===== src/rtl/nanao_pixmix.sv =====
// Two-stage pixel mixer: channel select or priority mix with transparency flags.
// Optional transparent-pixel counter enabled by defining NANAO_PIXMIX_TCNT_EN.
module nanao_pixmix #(
   parameter int unsigned PW  = 8,
   parameter int unsigned NCH = 4,
   parameter int unsigned TW  = 4
) (
   input  logic              CLK,
   input  logic              nRST,
   input  logic              LD,
   input  logic [NCH*PW-1:0] D,
   input  logic [NCH-1:0]    CEN,
   input  logic [2:0]        SEL,
   input  logic              MODE,
   input  logic              P1L,
   input  logic              FRM,
   output logic [PW-1:0]     CA,
   output logic              VLD,
   output logic              E1,
   output logic              POL,
   output logic [15:0]       TCNT
);

   // Stage 1: captured channel data and controls
   logic [NCH*PW-1:0] d_q;
   logic [NCH-1:0]    cen_q;
   logic [2:0]        sel_q;
   logic              mode_q;
   logic              p1l_q;
   logic              pend_q;

   // Stage 2: registered outputs
   logic [PW-1:0] ca_q;
   logic          vld_q;
   logic          e1_q;
   logic          pol_q;

   logic [PW-1:0] mix_pix;
   logic          mix_transp;

   always_ff @(posedge CLK or negedge nRST) begin
      if (!nRST) begin
         d_q    <= '0;
         cen_q  <= '0;
         sel_q  <= '0;
         mode_q <= 1'b0;
         p1l_q  <= 1'b0;
         pend_q <= 1'b0;
      end else begin
         pend_q <= LD;
         if (LD) begin
            d_q    <= D;
            cen_q  <= CEN;
            sel_q  <= SEL;
            mode_q <= MODE;
            p1l_q  <= P1L;
         end
      end
   end

   always_comb begin
      mix_pix = '0;
      if (mode_q) begin
         mix_pix = d_q[(NCH-1)*PW +: PW];
         // Descending scan so the lowest-index opaque enabled channel wins
         for (int i = NCH - 1; i >= 0; i--) begin
            if (cen_q[i] && (d_q[i*PW +: TW] != '0)) begin
               mix_pix = d_q[i*PW +: PW];
            end
         end
      end else begin
         for (int i = 0; i < NCH; i++) begin
            if (int'(sel_q) == i) begin
               mix_pix = d_q[i*PW +: PW];
            end
         end
      end
   end

   assign mix_transp = (mix_pix[TW-1:0] == '0);

   always_ff @(posedge CLK or negedge nRST) begin
      if (!nRST) begin
         ca_q  <= '0;
         vld_q <= 1'b0;
         e1_q  <= 1'b1;
         pol_q <= 1'b1;
      end else begin
         vld_q <= pend_q;
         if (pend_q) begin
            ca_q  <= mix_pix;
            pol_q <= mix_transp;
            e1_q  <= !(p1l_q && !mix_transp);
         end
      end
   end

   assign CA  = ca_q;
   assign VLD = vld_q;
   assign E1  = e1_q;
   assign POL = pol_q;

`ifdef NANAO_PIXMIX_TCNT_EN
   logic [15:0] tcnt_q, tcnt_d;

   always_comb begin
      tcnt_d = tcnt_q;
      if (FRM) begin
         tcnt_d = '0;
      end else if (vld_q && pol_q && (tcnt_q != 16'hFFFF)) begin
         tcnt_d = tcnt_q + 16'd1;
      end
   end

   always_ff @(posedge CLK or negedge nRST) begin
      if (!nRST) begin
         tcnt_q <= '0;
      end else begin
         tcnt_q <= tcnt_d;
      end
   end

   assign TCNT = tcnt_q;
`else
   logic unused_frm;
   assign unused_frm = FRM;
   assign TCNT       = '0;
`endif

endmodule


===== config.mk =====
export PLATFORM = sky130hd
export DESIGN_NAME = nanao_pixmix
export DESIGN_NICKNAME = d
export VERILOG_FILES = /design/src/rtl/nanao_pixmix.sv
export SDC_FILE = /design/constraint.sdc
export NUM_CORES = 1
export LEC_CHECK = 0
export BUFFER_PORTS_ARGS = -buffer_cell sky130_fd_sc_hd__buf_2
export CORE_UTILIZATION = 50
export CTS_CLUSTER_DIAMETER = 30
export DETAILED_ROUTE_END_ITERATION = 16
export PLACE_DENSITY = 0.77
export SYNTH_ARGS = -nofsm -noshare
export SYNTH_HDL_FRONTEND = slang
export SYNTH_SLANG_ARGS = --single-unit

===== constraint.sdc =====
create_clock -name CLK -period 5.6 [get_ports CLK]
set_clock_uncertainty 0.2 [all_clocks]
set_input_delay 0.84 -clock CLK [delete_from_list [all_inputs] [get_ports CLK]]
set_output_delay 0.84 -clock CLK [all_outputs]
set_load 0.05 [all_outputs]

* Word-level counts from Yosys, hierarchy flattened *
Cells that the tools add are included.

storage, ports and cells
  register bits = 52
  output and inout bits = 27

cells by class
  equal/unequal tests = 3
  muxes and demuxes = 8
  reduce and logical (&&, ||, !) cells = 11

operators with widths
  kind                  count
  $mux W8               8
  $reduce_bool A4 Y1    3
  $eq A3 B3 Y1 const B  2
  $logic_and A1 B1 Y1   4
  $logic_not A4 Y1      1
  $eq A3 B2 Y1 const B  1
  $logic_not A3 Y1      1
  $logic_not A1 Y1      2

* Depth between registers and ports, before layout *
  depth in word-level cells = 10
  gate-level depth with buffers = 6

* Least setup slack after synthesis *
Ideal clock, no wire load.

  path kind = reg2reg
  start = register d_q[8]
  end = register pol_q, in the netlist POL
  data arrival time = 1721 ps
  required time = 5311 ps
  slack = 3589 ps
  stages on the path, launching flop included = 6
  buffers on the path = 0
  period minus slack after synthesis = 2011 ps
  path through = dfrtp_1 or4_1 a222oi_1 o311a_2 o211ai_2 o32ai_2

on the way
  longest elaborated chain between the ends = 6
  elaborated cells on any way between the ends = 9

RTL lines
  element                 RTL line  text
  from (decl)             25        logic [NCH*PW-1:0] d_q;
  from (signal assigned)  43        d_q <= '0;
  from (signal assigned)  52        d_q <= D;
  $reduce_bool A4 Y1      67        if (cen_q[i] && (d_q[i*PW +: TW] != '0)) begin
  $logic_and A1 B1 Y1     67
  $mux W8 (2 in a row)    67
  $mux W8 (*)             63        if (mode_q) begin
  $logic_not A4 Y1 (*)    80        assign mix_transp = (mix_pix[TW-1:0] == '0);
  to (signal assigned)    92        pol_q <= mix_transp;
  to (decl)               36        logic pol_q;

Every way passes the cells marked *; elsewhere a longest branch is shown, timed or not.
A chain may end at the register's enable or synchronous reset.

* Worst setup path in the final report *
  start = register d_q[0]
  end = register ca_q[2], in the netlist CA[2]

on the way
  longest elaborated chain between the ends = 4

RTL lines
  element               RTL line  text
  $reduce_bool A4 Y1    67
  $logic_and A1 B1 Y1   67
  $mux W8               67
  $mux W8               63
  to (signal assigned)  91        ca_q <= mix_pix;
  to (decl)             33        logic [PW-1:0] ca_q;

Every way passes these cells.

==> metrics.log <==
INFO  metric run_status = finished, final reports clean
INFO  metric inserted_diodes = 0
INFO  metric globalRoute.totalOverflow = 0
INFO  metric synth_async_sr_flop_share = 100.0%
INFO  metric clock_pin_slew_on_the_worst_setup_and_hold_paths = 0.09 ns
INFO  metric postSynthCellCount = 215
INFO  metric post-cts-setup-buffer-count = 0
INFO  metric fin_crit = 2.309 ns
INFO  metric number_of_synthesis_warnings = 0
INFO  metric grt_setup_unrepaired = no
INFO  metric setup_viol = 0
INFO  metric ctsLongestPathBuffers = 2
INFO  metric final-hold-violation-count = 0
INFO  metric drt_pre_antenna_iters = 4
INFO  metric criticalPathCategory = flip-flop to flip-flop
INFO  metric detail_route.drc_violations = 0
INFO  metric cts_tree = done
INFO  metric clkLatencyLatePin = 0.30 ns
INFO  metric synth_seq_cells = 52
INFO  metric post_cts_sizing = 0
INFO  metric total_routed_length = 5268 µm
INFO  metric worst_ep_required_time = 5.64 ns
INFO  metric p_leak = 1.323 nW
INFO  metric synth_flop_cell = sky130_fd_sc_hd__dfrtp_1
INFO  metric ir_drop = 0.0001682 V
INFO  metric synth_seq_area_share = 48.83%
INFO  metric worst_pin_slew = 1.130 ns
INFO  metric totalNegativeSetupSlack = 0 ns
INFO  metric placed_cells = 327
INFO  metric die_y = 75.08 µm
INFO  metric post_synth_instance_area = 2670 µm²
INFO  metric worst_hold_path_type = flip-flop to flip-flop
INFO  metric drt-wirelength-per-cell = 15.73 µm
INFO  metric netlist.area_leader.share = 46.86%
INFO  metric nets = 309
INFO  metric dp.final_hpwl = 3721 µm
INFO  metric io_buffers = 53
INFO  metric grt_pass1_vias = 1771
INFO  metric worst-path-max-fanout = 7
INFO  metric post-synth-top-area-cell = sky130_fd_sc_hd__dfrtp_1
INFO  metric pin_count_of_the_biggest_net_entering_global_routing = 53
INFO  metric antenna_found_initial = 0
INFO  metric power_per_cell_area = 313.8 nW/µm²
INFO  metric start_util = 51.95%
INFO  metric die_area = 5636 µm²
INFO  metric cts_sink_cnt = 52
INFO  metric number_of_cells_in_the_finished_layout_apart_from_fillers = 335
INFO  metric cts.htree.levels = 2
INFO  metric top_level_ports = 72
INFO  metric grt_busiest_layer = met2
INFO  metric met2_usage = 32.13%
INFO  metric maxSlewViolCount = 0
INFO  metric std_cell_rows = 26
INFO  metric synth.avg_cell_area = 12.42 µm²
INFO  metric synth_edf_count = 0
INFO  metric grt_pass1_wl = 8921 µm
INFO  metric post_route_cells_drive_above_1_share = 42.64%
INFO  metric cts_made_buffers = 5
INFO  metric yosysUniqueCellTypes = 39
INFO  metric worst_setup_path_start_kind = flip-flop
INFO  metric core_area = 5140 µm²
INFO  metric use_met3 = 4.685%
INFO  metric synth_area_leaders = sky130_fd_sc_hd__dfrtp_1 47%, sky130_fd_sc_hd__mux2_2 18%, sky130_fd_sc_hd__buf_4 4.5%
INFO  metric cts_hold_buf = 0
INFO  metric place.gp.congestion = 0.7835
INFO  metric fmax = 0.4332 GHz
INFO  metric drtAntennaViolNets = 0
INFO  metric endpoint_kind = flip-flop
INFO  metric slew-limit-headroom = 24.64%
INFO  metric fin_total_pwr = 0.9426 mW
INFO  metric fp.dieW = 75.08 µm
INFO  metric synth_top_cells_by_count = 50 x sky130_fd_sc_hd__dfrtp_1, 43 x sky130_fd_sc_hd__mux2_2, 16 x sky130_fd_sc_hd__buf_4
INFO  metric syn_to_final_growth = 12.51%
INFO  metric max-cap-violations = 0
INFO  metric clock-root-buffer = sky130_fd_sc_hd__clkbuf_8
INFO  metric cp.arrival = 2.35 ns
INFO  metric dr_total_vias = 1919
INFO  metric reg2reg_setup_slack = 3.29 ns
INFO  metric grt_util_met1 = 30.85%
INFO  metric drt_iter0_markers = 172
INFO  metric grtUsageTotal = 21.40%
INFO  metric viasPerCell = 5.728
INFO  metric synth.most_common_cell = sky130_fd_sc_hd__dfrtp_1
INFO  metric post-route-period-util = 41.23%
## logic make-up (layout without fill, tap and decap cells)
group	count (synthesis)	count (layout)	share of synthesized area, %
and+or+nand+nor	14	14	2.531
buffers and inverters	31	66	7.029
muxes	54	54	23.81
DFF	52	52	48.83
other	1	16	0.1404
AOI/OAI and AO/OA	63	63	17.67
## metal layers
metal | vias up | share of wire, %
met5 | - | 0
met4 | 0 | 1.3
met3 | 8 | 6.8
met2 | 90 | 47
met1 | 932 | 45
li1 | 889 | -
## cell usage in the layout (no fill, tap or decap), drive strengths merged, types with 5 or more instances in the layout
master,n
buf,54
dfrtp,50
mux2,43
conb,16
o21ai,14
a21oi,12
mux2i,8
clkbuf,8
o211ai,6
o31ai,6
a31oi,5
nand2,5
## metrics by stage
stage / hold slack, ns / setup slack (ns) / instance area, µm² / utilization [%]
floorplan: 0.1905 / 3.589 / 2726 / -
global placement: 0.2636 / 3.326 / 2914 / 56.69
detailed placement: 0.2683 / 3.308 / 2914 / 56.69
CTS: 0.2886 / 3.296 / 3004 / 58.45
global route: 0.3214 / 3.224 / 3004 / 58.45
finish: 0.2870 / 3.291 / 3004 / 58.45
## critical path, stage by stage, from the launching register on
cell and delay [ns]:
sky130_fd_sc_hd__dfrtp_1 0.46, sky130_fd_sc_hd__o41ai_2 0.68, sky130_fd_sc_hd__o21ai_0 0.15, sky130_fd_sc_hd__o21ai_0 0.50, sky130_fd_sc_hd__mux2_2 0.26
## area by class of cell
type                            instances  area (µm²)
Multi-Input combinational cell        147        1235
Tap cell                               70       87.58
Inverter                                4       15.01
Sequential cell                        52        1304
Timing Repair Buffer                   54       272.8
Fill cell                             443        2136
Clock buffer                            8       90.09
## registers in the layout (all words and copies together), names as in the netlist, 3 cells and up
signal	count
d_q	32
cen_q	3
sel_q	3
CA	8
## worst paths after layout
| path | startpoint | endpoint | depth (start not counted) |
|---|---|---|---|
| max | d_q[0] | CA[2] | 4 |
| min | CA[1] | CA[1] | 1 |
| max reg2reg | d_q[0] | CA[2] | 4 |
| min reg2reg | CA[1] | CA[1] | 1 |
| max in group asynchronous | nRST | d_q[27] | 1 |
| min in group asynchronous | nRST | CA[1] | 1 |
## report_power, final
part | leakage, nW | internal (mW) | switching, mW
combinational | 0.671 | 0.0979 | 0.150
clock | 0.0455 | 0.101 | 0.114
sequential | 0.606 | 0.422 | 0.0575
Note: power is estimated with default switching activity, not from simulation.
